--- src/rtl/timer_counter.sv ---
// Prescaled up/down timer with load, auto-reload and sticky overflow, underflow
// and compare-match flags. All state lives in the clk domain.
module timer_counter #(
  parameter int unsigned WIDTH = 8,
  parameter int unsigned PSC_W = 4
) (
  input  logic             clk,
  input  logic             rst_n,
  input  logic [1:0]       clk_sel,
  input  logic [WIDTH-1:0] start_counter,
  input  logic [WIDTH-1:0] compare_val,
  input  logic             up_down,
  input  logic             load,
  input  logic             enable,
  input  logic             auto_reload,
  input  logic             clr_overflow,
  input  logic             clr_underflow,
  input  logic             clr_compare,
  output logic [WIDTH-1:0] count,
  output logic             tick,
  output logic             overflow,
  output logic             underflow,
  output logic             compare_match
);

  localparam logic [WIDTH-1:0] MaxVal  = '1;
  localparam logic [31:0]      SelMax  = 32'(PSC_W - 1);

  logic [PSC_W-1:0] psc_q, psc_d;
  logic [PSC_W-1:0] tick_mask;
  logic [31:0]      sel_ext;
  logic [31:0]      sel_eff;

  logic [WIDTH-1:0] count_q, count_d;
  logic             ovf_q, ovf_d;
  logic             udf_q, udf_d;
  logic             cmp_q, cmp_d;
  logic             step;
  logic             ovf_set, udf_set, cmp_set;

  // Prescaler: free-running, never reset by a clk_sel change.
  assign psc_d   = psc_q + PSC_W'(1);
  assign sel_ext = {30'b0, clk_sel};
  assign sel_eff = (sel_ext > SelMax) ? SelMax : sel_ext;

  always_comb begin
    tick_mask = '0;
    for (int i = 0; i < int'(PSC_W); i++) begin
      if (32'(i) <= sel_eff) tick_mask[i] = 1'b1;
    end
  end

  // All selected low bits of psc set; psc==0 keeps tick low during reset.
  assign tick = &(psc_q | ~tick_mask);

  always_comb begin
    count_d = count_q;
    ovf_set = 1'b0;
    udf_set = 1'b0;
    step    = enable && tick && !load;
    if (load) begin
      count_d = start_counter;
    end else if (step) begin
      if (up_down) begin
        if (count_q == MaxVal) begin
          count_d = auto_reload ? start_counter : '0;
          ovf_set = 1'b1;
        end else begin
          count_d = count_q + WIDTH'(1);
        end
      end else begin
        if (count_q == '0) begin
          count_d = auto_reload ? start_counter : MaxVal;
          udf_set = 1'b1;
        end else begin
          count_d = count_q - WIDTH'(1);
        end
      end
    end
    cmp_set = step && (count_d == compare_val);
    // Set beats a simultaneous clear.
    ovf_d = ovf_set | (ovf_q & ~clr_overflow);
    udf_d = udf_set | (udf_q & ~clr_underflow);
    cmp_d = cmp_set | (cmp_q & ~clr_compare);
  end

  always_ff @(posedge clk or negedge rst_n) begin
    if (!rst_n) begin
      psc_q   <= '0;
      count_q <= '0;
      ovf_q   <= 1'b0;
      udf_q   <= 1'b0;
      cmp_q   <= 1'b0;
    end else begin
      psc_q   <= psc_d;
      count_q <= count_d;
      ovf_q   <= ovf_d;
      udf_q   <= udf_d;
      cmp_q   <= cmp_d;
    end
  end

  assign count         = count_q;
  assign overflow      = ovf_q;
  assign underflow     = udf_q;
  assign compare_match = cmp_q;

endmodule

--- config.mk ---
export PLATFORM = sky130hd
export DESIGN_NAME = timer_counter
export DESIGN_NICKNAME = d
export VERILOG_FILES = /design/src/rtl/timer_counter.sv
export SDC_FILE = /design/constraint.sdc
export NUM_CORES = 1
export LEC_CHECK = 0
export CORE_MARGIN = 2
export CORE_UTILIZATION = 40
export CTS_CLUSTER_SIZE = 16
export DETAILED_ROUTE_END_ITERATION = 6
export PLACE_DENSITY = 0.73
export REMOVE_ABC_BUFFERS = 1
export SYNTH_ARGS = -nofsm -noshare
export SYNTH_HDL_FRONTEND = slang
export SYNTH_SLANG_ARGS = --single-unit
--- constraint.sdc ---
create_clock -name clk -period 7.6 [get_ports clk]
set_clock_uncertainty 0.2 [all_clocks]
set_input_delay 2.28 -clock clk [delete_from_list [all_inputs] [get_ports clk]]
set_output_delay 2.28 -clock clk [all_outputs]
set_load 0.02 [all_outputs]
==> impl_metrics.tcl <==
set metrics [dict create \
    status "finished clean" \
    hold_violations 0 \
    critPathBufInv 2 \
    r2r_end "compare_match" \
    rrSetupSlack_ns 4.64 \
    async_reset_ff_share_pct 100 \
    synth_top_cell_area_share_pct 25.4 \
    fin_setup_tns_ns 0 \
    required_ns 5.12 \
    antenna_found_initial 0 \
    rows 22 \
    hold_start "psc_q[3]" \
    critPathMaxStageDelay_ns 0.63 \
    relSlewSlack_pct 46.8 \
    synth-edff-count 0 \
    max-clock-path-buffers 2 \
    rsz0062_at_grt "no" \
    drcViolationCount 0 \
    insertion_delay_ns 0.24 \
    dpl_cell_area_um2 1860 \
    cts_resized 0 \
    ioPinCount 39 \
    cts_root_buf "clkbuf_8" \
    start_kind "primary input" \
    regToRegStartpoint "count[0]" \
    postSynthAreaPerCell_um2 7.67 \
    ys.flop_type "dfrtp_1" \
    crit_path_max_fanout 7 \
    grt_overflow_total 0 \
    cts_made_buffers 3 \
    layout-drive-gt1-share_pct 4.09 \
    cts_tree "built" \
    worstHoldPathCells 1 \
    peakVddDrop_v 0.000106 \
    synth_seq_cells 15 \
    grt_usage_pct 19.9 \
    detail-route-antenna-nets 0 \
    finalCriticalPeriod_ns 6.56 \
    htreeDepth 1 \
    wirelength_mm 4.06 \
    worst_pin_slew_ns 0.795 \
    drt_iter0_markers 69 \
    syn_to_final_growth_pct 28.4 \
    dr.pass1.iters 4 \
    path_clk_slew_ns 0.06 \
    yosysSeqAreaShare_pct 25.4 \
    cts.sinks 15 \
    syn_inst 193 \
    diodes 0 \
    post-cts-setup-buffers 0 \
    arrival_ns 4.08 \
    crit_top_cell "clkdlybuf4s50_1" \
    hold_class "flip-flop to flip-flop" \
    leakagePower_nw 0.725 \
    die_w_um 64.8 \
    yosysUniqueCellTypes 54 \
    vias_per_cell 5.78 \
    finish.instance_area_um2 1900 \
    min_delay_worst_endpoint "psc_q[3]" \
    synth_area_um2 1480 \
    grt_pass1_wl_mm 6.68 \
    rr_worst_depth 9 \
    layout.nets 252 \
    crit_type "primary input to primary output" \
    maxSlewViolCount 0 \
    hpwl_mm 3.00 \
    gp_congestion 0.825 \
    start_util_pct 41.0 \
    postCtsHoldBufs 0 \
    crit_family "buffers and inverters" \
    synth.largest_area_cell "dfrtp_1" \
    yosysWarnings 0 \
    die_h_um 64.8 \
    core-area_um2 3610 \
    end_kind "primary output" \
    vias 1550 \
    power.density_nw_per_um2 133 \
    path_cells "clkdlybuf4s50_1 > nor2b_1 > o21ai_1 > nor3b_1 > clkdlybuf4s50_1" \
    drv_cap 0 \
    setup_viol 0 \
    fmax_ghz 0.152 \
    port_buffers 38 \
    grt_max_degree 22 \
    critPathSlowestCell "clkdlybuf4s50_1" \
    die-area_um2 4200 \
    synthTopCellsByArea "dfrtp_1, a21oi_1, nand3_1, o21ai_0, nand2_1" \
    grt_pass1_vias 1397 \
    wl_per_cell_um 15.2 \
    fin_crit_sh_pct 86.3 \
]
==> cells in the mapped netlist, types with 4 or more instances <==
library cell / n
nor3_1: 9
o21ai_0: 12
clkbuf_1: 12
inv_1: 10
nor2_1: 8
dfrtp_1: 15
ha_1: 4
and3_1: 6
xnor2_1: 4
nand3_1: 12
nand2_1: 15
o21a_1: 7
a21oi_1: 12
==> how the worst max path moves through the flow <==
stage           end  depth (start not counted)        from
2_1_floorplan  tick                          3  clk_sel[1]
3_3_place_gp   tick                          5  clk_sel[1]
3_5_place_dp   tick                          5  clk_sel[1]
4_1_cts        tick                          5  clk_sel[1]
5_1_grt        tick                          5  clk_sel[1]
6_report       tick                          5  clk_sel[1]
==> metrics by stage <==
step | total power [mW] | utilization, % | std cells | hold WS, ns | setup slack, ns
finish | 0.252 | 52.7 | 268 | 0.271 | 1.04
global placement | 0.189 | 51.5 | 264 | 0.270 | 1.09
detailed placement | 0.189 | 51.5 | 264 | 0.268 | 1.04
floorplan | 0.146 | - | 178 | 0.246 | 1.88
global route | 0.269 | 52.7 | 268 | 0.286 | 0.913
CTS | 0.254 | 52.7 | 268 | 0.276 | 1.03
==> registers in the layout, summed over array words and instances (netlist names) <==
| register | count |
|---|---|
| underflow | 1 |
| compare_match | 1 |
| count | 8 |
| overflow | 1 |
| psc_q | 4 |
==> layout make-up <==
class                      count  area, um^2
inverter                      10        37.5
fill                         353        1710
multi-input combinational    153        1000
clock buffer                   4        45.0
timing repair buffer          38         380
tap                           48        60.1
sequential                    15         375
==> per-layer routing <==
| layer | part of all wire (%) | global-route usage (%) | up-vias |
|---|---|---|---|
| li1 | - | - | 774 |
| met1 | 46 | 28.5 | 715 |
| met2 | 47 | 31.2 | 55 |
| met3 | 5.9 | 3.99 | 6 |
| met4 | 1.1 | 3.46 | 0 |
| met5 | 0 | 0 | - |
==> where the power goes <==
part / switching, mW / internal (mW) / total, mW
logic: 0.0443 / 0.0442 / 0.0885
clock network: 0.0267 / 0.0371 / 0.0638
registers: 0.0159 / 0.0840 / 0.0998
==> layout by cell type (no fill, tap or decap), types with 2 or more instances in the layout <==
cell type / count
a31oi_1: 3
or3_1: 2
nor3b_1: 3
and3_1: 6
nand3_1: 12
a21o_1: 3
nor3_1: 9
nor4b_1: 2
a211oi_1: 3
o21bai_1: 2
ha_1: 4
clkdlybuf4s50_1: 38
o2111ai_1: 3
xnor2_1: 4
inv_1: 10
dfrtp_1: 15
nor2b_1: 3
nand2b_1: 3
nand2_1: 15
a21oi_1: 12
nor2_1: 8
mux2i_1: 2
clkbuf_8: 3
o21ai_0: 12
a211o_1: 2
o211ai_1: 2
xor2_1: 3
and2_1: 2
o21a_1: 7
nand4_1: 3
o32ai_1: 2
==> logic make-up after synthesis <==
family	synth area share, %
fa+ha+maj	3.38
buf+inv	6.93
xor+xnor	4.14
compound gates	30.5
simple gates	27.6
mux	2.11
flops	25.4
No activity file was read; power rests on OpenSTA's default activity.
